<file path="config.mk">
export PLATFORM = sky130hd
export DESIGN_NAME = cam_bank_sequencer
export DESIGN_NICKNAME = d
export VERILOG_FILES = /design/src/rtl/cam_bank_sequencer.sv
export SDC_FILE = /design/constraint.sdc
export NUM_CORES = 1
export LEC_CHECK = 0
export ABC_AREA = 1
export BUFFER_PORTS_ARGS = -buffer_cell sky130_fd_sc_hd__buf_2
export CORE_AREA = 2 2 99 101
export CTS_CLUSTER_DIAMETER = 120
export DETAILED_ROUTE_END_ITERATION = 10
export DIE_AREA = 0 0 101 103
export PLACE_DENSITY_LB_ADDON = 0.3
export SETUP_SLACK_MARGIN = 0.3
export SYNTH_ARGS = -nofsm -noshare
export SYNTH_HDL_FRONTEND = slang
export SYNTH_SLANG_ARGS = --single-unit
</file>
<file path="constraint.sdc">
create_clock -name PCLKI -period 3.7 [get_ports PCLKI]
set_input_delay 0.37 -clock PCLKI [delete_from_list [all_inputs] [get_ports PCLKI]]
set_output_delay 0.37 -clock PCLKI [all_outputs]
set_load 0.01 [all_outputs]
</file>
<file path="src/rtl/cam_bank_sequencer.sv">
`default_nettype none
// ============================================================================
// Module   : cam_bank_sequencer
// Purpose  : Camera-side write sequencer for the 4-bank 512x32 frame buffer.
//            Packs camera bytes MSB-first into 32-bit words, writes them to
//            the bank being filled, and keeps a per-bank "holds unread data"
//            flag that the host clears with a release pulse.
// Ports    : PCLKI          pixel clock (rising edge)
//            WBs_RST_i      asynchronous active-high reset
//            VSYNCI/HREFI   frame / line valid; byte valid = VSYNCI & HREFI
//            CAM_DAT_i      pixel byte
//            arm_i          arms capture of the next frame (PCLKI domain)
//            bank_release_i per-bank host-drained pulse (PCLKI domain)
//            ram_wa_o/wd_o  shared write address / data to the banks
//            ram_wen_o      one-hot bank write enable
//            cur_bank_o     bank being filled
//            bank_full_o    sticky per-bank unread-data flags
//            frame_done_o   1-cycle pulse at end of a captured frame
//            overflow_o     sticky, cleared by reset or arm_i
//            state_o        0 IDLE, 1 ARMED, 2 CAPT, 3 DROP
// Config   : CAM_SEQ_FREERUN_EN - re-arm automatically after every frame.
// Revision : 1.0 - initial release
// ============================================================================
module cam_bank_sequencer #(
  parameter int BANK_AW   = 9,
  parameter int NUM_BANKS = 4
) (
  input  logic               PCLKI,
  input  logic               WBs_RST_i,
  input  logic               VSYNCI,
  input  logic               HREFI,
  input  logic [7:0]         CAM_DAT_i,
  input  logic               arm_i,
  input  logic [3:0]         bank_release_i,
  output logic [BANK_AW-1:0] ram_wa_o,
  output logic [31:0]        ram_wd_o,
  output logic [3:0]         ram_wen_o,
  output logic [1:0]         cur_bank_o,
  output logic [3:0]         bank_full_o,
  output logic               frame_done_o,
  output logic               overflow_o,
  output logic [1:0]         state_o
);

  localparam logic [1:0] S_IDLE  = 2'd0;
  localparam logic [1:0] S_ARMED = 2'd1;
  localparam logic [1:0] S_CAPT  = 2'd2;
  localparam logic [1:0] S_DROP  = 2'd3;

`ifdef CAM_SEQ_FREERUN_EN
  localparam logic [1:0] S_AFTER_FRAME = S_ARMED;
`else
  localparam logic [1:0] S_AFTER_FRAME = S_IDLE;
`endif

  localparam logic [BANK_AW-1:0] LAST_WORD = '1;
  localparam logic [BANK_AW-1:0] WORD_ONE  = {{(BANK_AW-1){1'b0}}, 1'b1};
  localparam logic [1:0]         LAST_BANK = 2'(NUM_BANKS - 1);

  logic [1:0]         state;
  logic               vs_d;
  logic [1:0]         byte_cnt;
  logic [23:0]        pack;      // first three bytes of the word in flight
  logic [BANK_AW-1:0] word_cnt;
  logic [1:0]         cur_bank;
  logic [3:0]         bank_full;
  logic               overflow;

  logic               vs_rise;
  logic               vs_fall;
  logic               byte_vld;
  logic               word_rdy;
  logic [1:0]         next_bank;
  logic [3:0]         cur_onehot;
  logic [3:0]         bank_set;

  assign vs_rise    = VSYNCI & ~vs_d;
  assign vs_fall    = ~VSYNCI & vs_d;
  assign byte_vld   = VSYNCI & HREFI;
  assign word_rdy   = (state == S_CAPT) && byte_vld && (byte_cnt == 2'd3);
  assign next_bank  = (cur_bank == LAST_BANK) ? 2'd0 : cur_bank + 2'd1;
  assign cur_onehot = 4'b0001 << cur_bank;

  // Banks that become full this cycle: last word of a bank written, or a
  // frame ending with a partly filled bank.
  always_comb begin
    bank_set = 4'b0000;
    if (word_rdy && !bank_full[cur_bank] && (word_cnt == LAST_WORD)) begin
      bank_set = cur_onehot;
    end else if ((state == S_CAPT) && vs_fall && (word_cnt != '0)) begin
      bank_set = cur_onehot;
    end
  end

  always_ff @(posedge PCLKI or posedge WBs_RST_i) begin
    if (WBs_RST_i) begin
      state        <= S_IDLE;
      vs_d         <= 1'b0;
      byte_cnt     <= 2'd0;
      pack         <= '0;
      word_cnt     <= '0;
      cur_bank     <= 2'd0;
      bank_full    <= 4'b0000;
      overflow     <= 1'b0;
      frame_done_o <= 1'b0;
      ram_wen_o    <= 4'b0000;
      ram_wa_o     <= '0;
      ram_wd_o     <= '0;
    end else begin
      vs_d         <= VSYNCI;
      frame_done_o <= 1'b0;
      ram_wen_o    <= 4'b0000;
      // Set beats release when both hit the same bank in one cycle.
      bank_full    <= (bank_full & ~bank_release_i) | bank_set;

      if ((state != S_CAPT) || vs_rise) begin
        byte_cnt <= 2'd0;
      end else if (byte_vld) begin
        byte_cnt <= byte_cnt + 2'd1;
        pack     <= {pack[15:0], CAM_DAT_i};
      end

`ifdef CAM_SEQ_FREERUN_EN
      if (arm_i) begin
        overflow <= 1'b0;
      end
`endif

      case (state)
        S_IDLE: begin
          if (arm_i) begin
            state    <= S_ARMED;
            overflow <= 1'b0;
            word_cnt <= '0;
            cur_bank <= 2'd0;
          end
        end
        S_ARMED: begin
          if (vs_rise) begin
            state <= S_CAPT;
          end
        end
        S_CAPT: begin
          if (vs_fall) begin
            frame_done_o <= 1'b1;
            word_cnt     <= '0;
            state        <= S_AFTER_FRAME;
            if (word_cnt != '0) begin
              cur_bank <= next_bank;
            end
          end else if (word_rdy) begin
            if (bank_full[cur_bank]) begin
              // Bank still unread (e.g. re-armed onto bank 0 without a
              // release): never overwrite it.
              overflow <= 1'b1;
              state    <= S_DROP;
            end else begin
              ram_wen_o <= cur_onehot;
              ram_wa_o  <= word_cnt;
              ram_wd_o  <= {pack, CAM_DAT_i};
              word_cnt  <= word_cnt + WORD_ONE;
              if (word_cnt == LAST_WORD) begin
                cur_bank <= next_bank;
                if (bank_full[next_bank]) begin
                  overflow <= 1'b1;
                  state    <= S_DROP;
                end
              end
            end
          end
        end
        S_DROP: begin
          if (vs_fall) begin
            frame_done_o <= 1'b1;
            state        <= S_AFTER_FRAME;
          end
        end
        default: state <= S_IDLE;
      endcase
    end
  end

  assign cur_bank_o  = cur_bank;
  assign bank_full_o = bank_full;
  assign overflow_o  = overflow;
  assign state_o     = state;

endmodule
`default_nettype wire

</file>
Word-level counts from Yosys, hierarchy flattened

Index checks and enable logic that the tools add are counted.

Word-level logic and storage cells: 111
Bits in registers: 91
Input bits: 17

Mux-type cells: 43
Order comparisons: 2
Eq/ne operators: 20
Shift operators: 1
Reductions and logical operators: 19
Bitwise logic cells: 11
Add/subtract/negate cells: 3

Operator list:

| kind                | number |
|---|---|
| $mux 9              | 4 |
| $mux 2              | 17 |
| $mux 4              | 6 |
| $pmux 9 s2          | 1 |
| $reduce_and 6->1    | 3 |
| $ne 2x2->1 const B  | 6 |
| $ne 3x3->1 const B  | 4 |
| $mux 1              | 10 |
| $add 9x1->9 const B | 1 |
| $eq 9x9->1 const B  | 1 |
| $reduce_bool 9->1   | 1 |
| $eq 2x2->1 const B  | 4 |
| $pmux 2 s4          | 1 |
| $reduce_and 4->1    | 2 |
| $logic_and 1x1->1   | 6 |
| $lt 2x3->1 const B  | 2 |
| $ne 3x2->1 const B  | 2 |
| $not 1->1           | 5 |
| $add 2x1->2 const B | 2 |
| $and 4x4->4         | 1 |
| $bmux 1 s2          | 2 |
| $ne 4x3->1 const B  | 1 |
| $ne 4x4->1 const B  | 1 |
| $not 4->4           | 1 |
| 12 further kinds    | 15 |

Depth between registers and ports, before layout

Gate-level depths: netlist of the first run.

Word-level depth: 10
Depth in mapped cells: 11

Least setup slack after synthesis of the first run

Ideal clock, no wire load.

Kind: reg-to-reg
From: register word_cnt[0]
To: register cur_bank[0], in the netlist cur_bank_o[0]
Required time: 3.580 ns
Setup slack: 2.078 ns
Stages on the path, launching flop included: 12
Path buffers: 0
Arrival: 1.502 ns
Clock period less this slack: 1.622 ns
Cells stage by stage: dfrtp_1 ha_1 nand2_1 nor2_1 nand3_1 nor2_1 ha_1 or2_0 nand2_1 nor2_1 nand2_1 nand2_1

Word-level cells in the longest chain between the ends: 3

Ends and longest elaborated chain:

| item                                                      | line     | RTL |
|---|---|---|
| from (decl)                                               | 64       | `logic [BANK_AW-1:0] word_cnt;` |
| from (signal assigned)                                    | 161      | `word_cnt <= word_cnt + WORD_ONE;` |
| $eq 9x9->1 / $reduce_bool 9->1 (equally long branches)    | 162, 148 |  |
| $ne 3x3->1 (no line) / $ne 3x2->1 (equally long branches) | -        |  |
| $reduce_and 6->1 (no line) (*)                            | -        |  |
| to (signal assigned)                                      | 149      | `cur_bank <= next_bank;` |
| to (signal assigned)                                      | 163      | `cur_bank <= next_bank;` |
| to (decl)                                                 | 65       | `logic [1:0] cur_bank;` |

Mark *: on every way between the ends. The rest lies on a longest branch, timed or not.
A chain may end at the register's enable or synchronous reset.

Worst setup path after layout of the first run

From: register cur_bank[0], in the netlist cur_bank_o[0]
To: register ram_wd_o[7]

Word-level cells in the longest chain between the ends: 4

Ends and longest elaborated chain:

| item                         | line | RTL |
|---|---|---|
| $bmux 1 s2                   | 152  | `if (bank_full[cur_bank]) begin` |
| $mux 1 (implied by the code) | 152  |  |
| $not 1->1 (no line)          | -    |  |
| $reduce_and 4->1 (no line)   | -    |  |
| to (signal assigned)         | 160  | `ram_wd_o <= {pack, CAM_DAT_i};` |
| to (decl)                    | 36   | `output logic [31:0] ram_wd_o,` |

No other way between the ends. The select of a mux whose other input is x is not followed.

==> run summary, run 1 <==
Crit Path Max Fanout: 42
adder-cell area share of the yosys netlist: 0.0254
Final Max Slew Viols: 0
largest net degree at the start of global routing: 71
Ports: 72
CTS root buf: clkbuf_8
Port Buffers: 71
outcome: finished, final reports clean
Remaining DRCs: 0
Post-synth EDFFs: 0
HP Class: in2reg
Distinct cells, synth: 24
worst clock skew: 0.0131 ns
sequential area share after synthesis: 0.579
Post-Syn Area: 3940 um^2
CTS Buffer Depth: 2
Die Wd: 101 um
Post-CTS Resized: 0
worst vdd ir: 0.205 mV
ys async rst share: 1.00
Sink Count: 91
pwr dens: 527 nW/um^2
minimum clock period: 2.46 ns
CP required: 3.95 ns
postcts setup bufs: 0
total of max-cap violations: 0
core footprint: 9460 um^2
final setup violation count: 0
total die area: 10400 um^2
average wire per standard cell: 12.7 um
Tot GR Track Use: 0.170
P&R area growth vs syn: 15.9%
antenna viol nets, final: 0
Post-DP HPWL: 5750 um
cts bufs inserted: 9
DRT iter0 DRCs: 153
CTS clk-pin slew, worst paths: 0.10 ns
critical setup path kind: reg2reg
crit path cell chain: inv_2, nand2_1, nand3_1, nand2_1, nand2_2, buf_4, o21ai_0
warnings from Yosys: 0
TNS Setup: 0 ns
n_diodes: 0
top cell type's share of synthesized area: 0.579
initial antenna violation count: 0
xor and xnor area share after synthesis: 0
WL final: 8090 um
DR vias: 3056
top post-synthesis cells by area: dfrtp_1 58%, nand2_1 13%, o21ai_0 5.9%, inv_1 4.9%, nand3_1 3.7%
Starting Density: 0.416
CTS tree: built
worst-skew pair later-pin latency: 0.37 ns
Arrival @ worst endpoint: 2.71 ns
vias in the first global route: 2939
die height: 103 um
grt total ovfl: 0
first-pass GRT wire length: 13800 um
Critical Path End Type: flip-flop
Synth Area in Simple Gates: 0.210
Fin Hold WS: 0.158 ns
Synth Flop Type: dfrtp_1
Buf/Inv on CP: 2
hold-fix buffers at CTS: 0
Crit-path slowest cell: nand2_2
Final period util: 0.664
largest family of logic cells by synthesized area: simple AND/OR/NAND/NOR gates
post-synthesis mux area share: 0
CTS H-Tree Depth: 3
average cell area after synthesis: 8.71 um^2
Gate Count Post-Synth: 452
vias per inst: 4.78
Yosys reg bits: 91
Synth Area in Compound Gates: 0.103
most used cell, CP: nand2_1
Placer Congestion: 0.791
CP peak stage delay: 0.66 ns
proportion of layout cells with a drive suffix above 1: 0.202
delay-heaviest family, CP: simple AND/OR/NAND/NOR gates
NumNets Final: 545
TritonRoute pass-1 iters: 4
crit path launch type: flip-flop
Mapped Nets: 477
static leakage: 0.00246 uW
Worst Max-Slew Pin Slew: 0.847 ns
overall power: 2400 uW
Synth area leader: dfrtp_1
floorplan row count: 36
Hold Fails Final Rpt: 0
slew margin rel.: 0.435
unrepaired setup endpoints after global routing: false
max frequency: 407 MHz
[area by class of cell]
| cell class | count | area, um^2 |
|---|---|---|
| inverter | 57 | 216 |
| multi-input combinational | 287 | 1330 |
| clock inverter | 7 | 90.1 |
| tap | 114 | 143 |
| sequential | 91 | 2280 |
| clock buffer | 9 | 124 |
| timing repair buffer | 74 | 378 |
| fill | 931 | 4900 |
[power breakdown]
| part | leakage, uW | switching (uW) | internal (uW) |
|---|---|---|---|
| sequential | 0.00124 | 89.1 | 1110 |
| clock | 0.000110 | 393 | 333 |
| combinational | 0.00110 | 322 | 156 |
| total | 0.00246 | 804 | 1600 |
[flip-flops by register name (all words and copies together), names as in the netlist]
register      count
ram_wd_o         32
pack             24
ram_wa_o          9
word_cnt          9
bank_full_o       4
ram_wen_o         4
byte_cnt          2
cur_bank_o        2
state_o           2
frame_done_o      1
overflow_o        1
vs_d              1
[cell usage after synthesis, types with 2 or more instances]
cell type / n
nand2_1: 133
dfrtp_1: 91
inv_1: 51
o21ai_0: 46
nand3_1: 29
o21ai_1: 29
nor2_1: 19
buf_2: 8
ha_1: 8
inv_2: 6
nand2_2: 6
nor3_1: 5
buf_6: 4
a21oi_1: 3
nand4_1: 3
clkbuf_1: 2
clkbuf_2: 2
[placed cells by master, fill, tap and decap left out]
cell type | Yosys | routed
nand3_1 | 29 | 29
nor3_1 | 5 | 5
nor2_1 | 19 | 19
bufinv_16 | 0 | 1
ha_1 | 8 | 8
o21ai_0 | 46 | 46
inv_2 | 6 | 6
inv_1 | 51 | 50
inv_8 | 0 | 3
or2_0 | 1 | 1
o22ai_1 | 1 | 1
inv_4 | 0 | 1
clkinv_4 | 0 | 1
dfrtp_1 | 91 | 91
nand4_1 | 3 | 3
nor2_4 | 1 | 1
nor3b_1 | 1 | 1
buf_4 | 1 | 3
buf_2 | 8 | 71
a21oi_1 | 3 | 3
nand2_1 | 133 | 133
inv_6 | 0 | 2
nor2_2 | 1 | 1
a21oi_2 | 1 | 1
clkbuf_8 | 0 | 9
nand2_2 | 6 | 6
o21ai_1 | 29 | 29
[worst register-to-register path: cells and delay by family, from the launching register on]
| family | cells | cell delay, ns |
|---|---|---|
| AND/OR/NAND/NOR | 4 | 1.10 |
| buffers and inverters | 2 | 0.61 |
| flip-flops | 1 | 0.51 |
| AO/OA/AOI/OAI | 1 | 0.14 |
[cells by family (layout without fill, tap and decap cells)]
logic type,after synthesis,count (layout)
DFF,91,91
and+or+nand+nor,199,199
adders and majority gates,8,8
buffers and inverters,74,147
AOI/OAI and AO/OA,80,80
[metal layers]
layer,vias to the layer above,part of all wire,GRT usage
li1,1571,-,-
met1,1413,0.51,0.238
met2,63,0.43,0.257
met3,9,0.048,0.0414
met4,0,0.013,0.0624
met5,-,0,0
[per-stage QoR]
| step | util | area, um^2 | worst slack [ns] | std cells |
|---|---|---|---|---|
| finish | 0.482 | 4560 | 1.24 | 639 |
| global route | 0.482 | 4560 | 0.937 | 639 |
| CTS | 0.482 | 4560 | 1.22 | 639 |
| detailed placement | 0.460 | 4350 | 1.25 | 623 |
| global placement | 0.460 | 4350 | 1.36 | 623 |
| floorplan | - | 3940 | 0.966 | 452 |
[path summary, 6_finish.rpt]
kind / startpoint / endpoint / slack [ns] / cells past startpoint
setup reg to reg: cur_bank_o[0] / ram_wd_o[7] / 1.24 / 7
hold reg to reg: ram_wd_o[27] / ram_wd_o[27] / 0.47 / 2
max in group asynchronous: WBs_RST_i / ram_wd_o[2] / 2.72 / 3
hold / removal: VSYNCI / vs_d / 0.16 / 1
min in group asynchronous: WBs_RST_i / ram_wa_o[3] / 0.18 / 2
setup / recovery: cur_bank_o[0] / ram_wd_o[7] / 1.24 / 7
(Power assumes the default switching activity.)
==> inputs of run 2 (changes only) <==
==> constraint.sdc (replaced) <==
create_clock -name PCLKI -period 2.35 [get_ports PCLKI]
set_input_delay 0.235 -clock PCLKI [delete_from_list [all_inputs] [get_ports PCLKI]]
set_output_delay 0.235 -clock PCLKI [all_outputs]
set_load 0.01 [all_outputs]
==> run 2 against run 1 <==
  * Worst hold slack got worse by 0.11 ns
  * Combinational power increased by 65%
  * Sequential cell count unchanged
  * Setup slack got worse by 0.70 ns
  * Power increased by 52%
  * Final area increased by 0.77%
  * Sequential share of layout area decreased by 0.38 points
==> run summary, run 2 (synthesized netlist as in run 1, its figures left out) <==
static leakage: 0.00247 uW (was 0.00246 uW)
Arrival @ worst endpoint: 2.06 ns (was 2.71 ns)
DR vias: 3102 (was 3056)
Die Wd: 101 um (unchanged)
worst vdd ir: 0.249 mV (was 0.205 mV)
Fin Hold WS: 0.0443 ns (was 0.158 ns)
Top reg by flops: ram_wd_o (unchanged)
top flop regs: ram_wd_o: 32 flops, pack: 24 flops (unchanged)
WHS Endpoint: vs_d (unchanged)
CTS Buffer Depth: 2 (unchanged)
commonest non-fill, non-tap cells in the layout: 133 x nand2_1, 91 x dfrtp_1, 71 x buf_2 (unchanged)
Reg2Reg Setup Slack: 0.54 ns (was 1.24 ns)
Worst Max-Slew Pin Slew: 0.436 ns (was 0.847 ns)
worst-skew pair later-pin latency: 0.36 ns (was 0.37 ns)
vias per inst: 4.82 (was 4.78)
Port Buffers: 71 (unchanged)
TNS Setup: 0 ns (unchanged)
vias in the first global route: 2962 (was 2939)
Ports: 72 (unchanged)
Hold Fails Final Rpt: 0 (unchanged)
Placed Area: 4400 um^2 (was 4350 um^2)
n_diodes: 0 (unchanged)
total die area: 10400 um^2 (unchanged)
first-pass GRT wire length: 13700 um (was 13800 um)
initial antenna violation count: 0 (unchanged)
Hold Crit Depth: 1 (unchanged)
critical setup path kind: reg2reg (unchanged)
worst clock skew: 0.0128 ns (was 0.0131 ns)
P&R area growth vs syn: 16.8% (was 15.9%)
min-delay src: VSYNCI (unchanged)
max frequency: 554 MHz (was 407 MHz)
pwr dens: 795 nW/um^2 (was 527 nW/um^2)
NumNets Final: 550 (was 545)
max FFs per register: 32 (unchanged)
antenna viol nets, final: 0 (unchanged)
Placer Congestion: 0.888 (was 0.791)
WL final: 8360 um (was 8090 um)
Tot GR Track Use: 0.167 (was 0.170)
Register-to-Register Path Depth: 11 (was 7)
DRT iter0 DRCs: 251 (was 153)
CTS tree: built (unchanged)
CTS clk-pin slew, worst paths: 0.09 ns (was 0.10 ns)
Final Max Slew Viols: 0 (unchanged)
Critical Path End Type: flip-flop (unchanged)
Design Area, Final: 4600 um^2 (was 4560 um^2)
most common cell after layout, fill and taps aside: nand2_1 (unchanged)
TritonRoute pass-1 iters: 4 (unchanged)
total of max-cap violations: 0 (unchanged)
unrepaired setup endpoints after global routing: false (unchanged)
slew margin rel.: 0.709 (was 0.435)
Post-DP HPWL: 6030 um (was 5750 um)
HP Class: in2reg (unchanged)
Crit Path Max Fanout: 5 (was 42)
core footprint: 9460 um^2 (unchanged)
outcome: finished, final reports clean (unchanged)
CTS root buf: clkbuf_8 (unchanged)
grt total ovfl: 0 (unchanged)
Reg-to-Reg End: state_o[0] (was ram_wd_o[7])
largest net degree at the start of global routing: 57 (was 71)
cts bufs inserted: 9 (unchanged)
proportion of layout cells with a drive suffix above 1: 0.208 (was 0.202)
CP required: 2.60 ns (was 3.95 ns)
Remaining DRCs: 0 (unchanged)
crit path launch type: flip-flop (unchanged)
floorplan row count: 36 (unchanged)
R2R Path Start: word_cnt[0] (was cur_bank_o[0])
Starting Density: 0.416 (unchanged)
Final period util: 0.768 (was 0.664)
overall power: 3650 uW (was 2400 uW)
minimum clock period: 1.81 ns (was 2.46 ns)
average wire per standard cell: 13.0 um (was 12.7 um)
CTS H-Tree Depth: 3 (unchanged)
final setup violation count: 0 (unchanged)
die height: 103 um (unchanged)
Sink Count: 91 (unchanged)
==> run 2: how the worst max path moves through the flow <==
stage | start | endpoint | slack [ns]
3_3_place_gp | word_cnt[0] | state_o[0] | 0.62
3_5_place_dp | word_cnt[0] | state_o[0] | 0.53
5_1_grt | word_cnt[0] | state_o[1] | 0.35
4_1_cts | word_cnt[0] | state_o[0] | 0.51
6_report | word_cnt[0] | state_o[0] | 0.54
2_1_floorplan | word_cnt[0] | cur_bank_o[0] | 0.73
==> run 2: timing repair <==
action,4_1_cts,5_1_grt
endpoints found under the hold margin,17,0
hold buffers,1,0
endpoints found under the setup margin,0,2
buffers inserted,0,0
resized for setup,0,1
==> run 2: final cells by class <==
class                      count  area [um^2]
tap                          114          143
clock inverter                 5         38.8
clock buffer                  11          141
multi-input combinational    287         1340
timing repair buffer          79          443
inverter                      57          218
fill                         906         4860
sequential                    91         2280
==> run 2: layer usage <==
metal | part of all wire | GRT usage | routed length (um)
met5 | 0 | 0 | 0
met4 | 0.012 | 0.0728 | 99
met3 | 0.053 | 0.0346 | 439
met2 | 0.46 | 0.260 | 3880
met1 | 0.47 | 0.229 | 3940
==> run 2: critical path, stage by stage (launching register included) <==
cell and delay [ns]:
dfrtp_1 0.41, ha_1 0.18, nand2_1 0.10, nor2_2 0.13, nand3_1 0.11, nor2_1 0.11
ha_1 0.19, nand3_1 0.12, nand3_1 0.14, nand2_1 0.10, nand2_1 0.07, nand2_1 0.05
==> run 2: report_power, final <==
group,total [uW],switching [uW],internal [uW]
combinational,788,525,263
clock,977,559,418
sequential,1890,136,1750
==> run 2: stage by stage <==
stage	cells	util	worst slack, ns
after floorplan	452	-	0.728
after global placement	627	0.466	0.617
after detailed placement	627	0.466	0.532
after CTS	644	0.486	0.511
after global routing	644	0.486	0.351
final	644	0.486	0.544
==> inputs of run 3 (changes only) <==
--- a/config.mk
+++ b/config.mk
@@ -5,12 +5,12 @@
 export SDC_FILE = /design/constraint.sdc
 export NUM_CORES = 1
 export LEC_CHECK = 0
-export ABC_AREA = 1
+export ABC_AREA = 0
 export BUFFER_PORTS_ARGS = -buffer_cell sky130_fd_sc_hd__buf_2
-export CORE_AREA = 2 2 99 101
+export CORE_AREA = 2 2 97 99
 export CTS_CLUSTER_DIAMETER = 120
 export DETAILED_ROUTE_END_ITERATION = 10
-export DIE_AREA = 0 0 101 103
+export DIE_AREA = 0 0 99 101
 export PLACE_DENSITY_LB_ADDON = 0.3
 export SETUP_SLACK_MARGIN = 0.3
 export SYNTH_ARGS = -nofsm -noshare
==> constraint.sdc (replaced) <==
create_clock -name PCLKI -period 1.5 [get_ports PCLKI]
set_input_delay 0.15 -clock PCLKI [delete_from_list [all_inputs] [get_ports PCLKI]]
set_output_delay 0.15 -clock PCLKI [all_outputs]
set_load 0.01 [all_outputs]
==> run 3 against run 2 <==
  * The flow now finishes with violations (setup timing)
  * Clock skew is 0.0023 ns lower
  * Die area is 3.9% lower
  * Sequential share of layout area is 8.9 points lower
  * Clock power is 78% higher
  * Non-clock buffer count is 62 higher
  * Maximum frequency is 8.2% lower
  * Clock-buffer cell count is 2 lower
  * First-iteration DRC count is 73% lower
  * Critical path depth is 5 lower
  * Sequential cell count stayed put
  * Critical path type unchanged
==> run summary, run 3 <==
outcome: finished with violations (was finished, final reports clean)
failing checks: setup timing
ys async rst share: 1.00 (unchanged)
vias in the first global route: 2778 (was 2962)
Post-synth top cells: 91 x dfrtp_1, 66 x mux2_2, 13 x nand2_1 (was 133 x nand2_1, 91 x dfrtp_1, 51 x inv_1)
Final Max Slew Viols: 0 (unchanged)
CTS H-Tree Depth: 3 (unchanged)
final setup violation count: 86 (was 0)
top cell type's share of synthesized area: 0.609 (was 0.579)
grt total ovfl: 0 (unchanged)
sequential area share after synthesis: 0.609 (was 0.579)
Critical Path End Type: flip-flop (unchanged)
Multi-input gate area: 1720 um^2 (was 1340 um^2)
Die Wd: 99 um (was 101 um)
Post-DP HPWL: 5330 um (was 6030 um)
vias per inst: 5.06 (was 4.82)
Arrival @ worst endpoint: 2.21 ns (was 2.06 ns)
DR vias: 2667 (was 3102)
max frequency: 508 MHz (was 554 MHz)
worst-skew pair later-pin latency: 0.36 ns (about the same)
critical setup path kind: reg2reg (unchanged)
initial antenna violation count: 0 (unchanged)
Starting Density: 0.417 (was 0.416)
NumNets Final: 436 (was 550)
first-pass GRT wire length: 14000 um (was 13700 um)
Util after Layout: 0.625 (was 0.486)
# fillers: 710 (was 906)
antenna viol nets, final: 0 (unchanged)
minimum clock period: 1.97 ns (was 1.81 ns)
warnings from Yosys: 0 (unchanged)
crit path launch type: flip-flop (unchanged)
max FFs per register: 32 (unchanged)
Crit Path Max Fanout: 6 (was 5)
Port Buffers: 71 (unchanged)
CTS root buf: clkbuf_8 (unchanged)
CP required: 1.74 ns (was 2.60 ns)
top post-synthesis cells by area: dfrtp_1 61%, mux2_2 20%, ha_1 2.7%, xor2_1 1.4%, nand2_1 1.3% (was dfrtp_1 58%, nand2_1 13%, o21ai_0 5.9%, inv_1 4.9%, nand3_1 3.7%)
CTS Buffer Depth: 2 (unchanged)
die height: 101 um (was 103 um)
top flop regs: ram_wd_o: 32 flops, pack: 24 flops (unchanged)
WL final: 9150 um (was 8360 um)
Gate Count Post-Synth: 266 (was 452)
Mapped Nets: 291 (was 477)
Worst Max-Slew Pin Slew: 0.401 ns (was 0.436 ns)
worst vdd ir: 0.529 mV (was 0.249 mV)
Hold Fails Final Rpt: 0 (unchanged)
Worst Setup SP: bank_full_o[0] (was word_cnt[0])
Top reg by flops: ram_wd_o (unchanged)
Ports: 72 (unchanged)
Final period util: 1.31 (was 0.768)
largest net degree at the start of global routing: 60 (was 57)
Register-to-Register Path Depth: 6 (was 11)
Post-synth EDFFs: 0 (unchanged)
static leakage: 0.00286 uW (was 0.00247 uW)
worst clock skew: 0.0104 ns (was 0.0128 ns)
Sink Count: 91 (unchanged)
total of max-cap violations: 0 (unchanged)
worst setup margin: -0.467 ns (was 0.544 ns)
Remaining DRCs: 0 (unchanged)
Synth Flop Type: dfrtp_1 (unchanged)
HP Class: in2reg (unchanged)
proportion of layout cells with a drive suffix above 1: 0.587 (was 0.208)
n_diodes: 0 (unchanged)
TritonRoute pass-1 iters: 4 (unchanged)
Seq. cell area: 2280 um^2 (about the same)
Post-Syn Area: 3740 um^2 (was 3940 um^2)
core footprint: 8980 um^2 (was 9460 um^2)
CTS clk-pin slew, worst paths: 0.10 ns (was 0.09 ns)
slew margin rel.: 0.729 (was 0.709)
count leader, synth: dfrtp_1 (was nand2_1)
P&R area growth vs syn: 50.0% (was 16.8%)
average wire per standard cell: 17.4 um (was 13.0 um)
total die area: 10000 um^2 (was 10400 um^2)
Reg2Reg Setup Slack: -0.47 ns (was 0.54 ns)
Worst setup endpoint: word_cnt[7] (was state_o[0])
average cell area after synthesis: 14.1 um^2 (was 8.71 um^2)
cts bufs inserted: 9 (unchanged)
R2R Path Start: bank_full_o[0] (was word_cnt[0])
commonest non-fill, non-tap cells in the layout: 88 x dfrtp_1, 67 x buf_2, 65 x mux2_4 (was 133 x nand2_1, 91 x dfrtp_1, 71 x buf_2)
CTS tree: built (unchanged)
floorplan row count: 35 (was 36)
pwr dens: 1100 nW/um^2 (was 795 nW/um^2)
Placer Congestion: 0.827 (was 0.888)
DRT iter0 DRCs: 67 (was 251)
Place WS: -0.401 ns (was 0.532 ns)
Distinct cells, synth: 30 (was 24)
Yosys reg bits: 91 (unchanged)
Reg-to-Reg End: word_cnt[7] (was state_o[0])
Synth area leader: dfrtp_1 (unchanged)
Tot GR Track Use: 0.180 (was 0.167)
unrepaired setup endpoints after global routing: true (was false)
most common cell after layout, fill and taps aside: dfrtp_1 (was nand2_1)
## run 3: cell types whose count changed after synthesis, sizes merged, moves of 3 or more
| cell | previous run | this run |
|---|---|---|
| buf | 13 | 7 |
| and2 | 0 | 4 |
| inv | 57 | 12 |
| nand2 | 139 | 13 |
| clkbuf | 4 | 0 |
| and3 | 0 | 4 |
| xor2 | 0 | 6 |
| nor2 | 21 | 12 |
| nand3 | 29 | 3 |
| nor3 | 5 | 2 |
| nor2b | 0 | 3 |
| o21ai | 75 | 7 |
| mux2 | 0 | 66 |
## run 3: metal layers
metal / part of all wire / global-route usage
met5: 0 / 0
met3: 0.038 / 0.0312
met1: 0.47 / 0.249
met2: 0.48 / 0.287
met4: 0.012 / 0.0674
## run 3: worst max-delay path: stages, from the launching register on
cell and delay [ns]:
dfrtp_1 0.41, mux4_2 0.54, buf_12 0.16, a311oi_4 0.33
nand4_1 0.18, xor2_1 0.18, nor2_1 0.06
## run 3: area by class of cell
cell class	instances	area share
clock inverters	7	0.0147
well taps	111	0.0248
clock buffers	9	0.0221
flip-flops and latches	91	0.407
multi-input cells	156	0.306
inverters	12	0.00870
repair buffers	141	0.217
## run 3: cell families (layout without fill, tap and decap cells)
logic type      count (synthesis)  in the layout  synth area share
buf+inv                        19            169            0.0237
xor+xnor                        6              6            0.0140
flops                          91             91             0.609
compound gates                 22             22            0.0418
fa+ha+maj                       8              8            0.0268
simple gates                   50             50            0.0689
mux                            70             70             0.216
## run 3: worst min-delay path by stage
stage                        to    startpoint  slack [ns]  cells past startpoint
floorplan                  vs_d        VSYNCI        0.18                      0
global placement    ram_wd_o[0]     WBs_RST_i        0.12                      2
detailed placement  ram_wd_o[0]     WBs_RST_i        0.13                      2
CTS                 ram_wd_o[7]  CAM_DAT_i[7]        0.02                      2
global route        ram_wd_o[6]  CAM_DAT_i[6]        0.02                      2
finish                  pack[5]  CAM_DAT_i[5]        0.04                      2
## run 3: through the flow
step	hold slack (ns)	std cells	total power (uW)	area, um^2	setup TNS [ns]
CTS	0.0200	522	6210	5450	-25.39
global route	0.0200	527	6440	5610	-29.50
detailed placement	0.126	485	4210	4750	-22.93
floorplan	0.181	266	3720	3910	-21.39
finish	0.0364	527	6190	5610	-25.27
global placement	0.119	485	4160	4750	-21.39
## run 3: power by group
| part | leakage, uW | switching [uW] | internal, uW |
|---|---|---|---|
| clock network | 0.000104 | 935 | 803 |
| logic | 0.00152 | 537 | 913 |
| registers | 0.00124 | 248 | 2750 |
## run 3: repair_timing
item | 4_1_cts | 5_1_grt
endpoints found under the hold margin | 14 | 0
gates cloned | 5 | 3
pin swaps | 9 | 10
hold buffers | 5 | 0
endpoints found under the setup margin | 91 | 94
buffers inserted | 11 | 2
resized for setup | 55 | 21
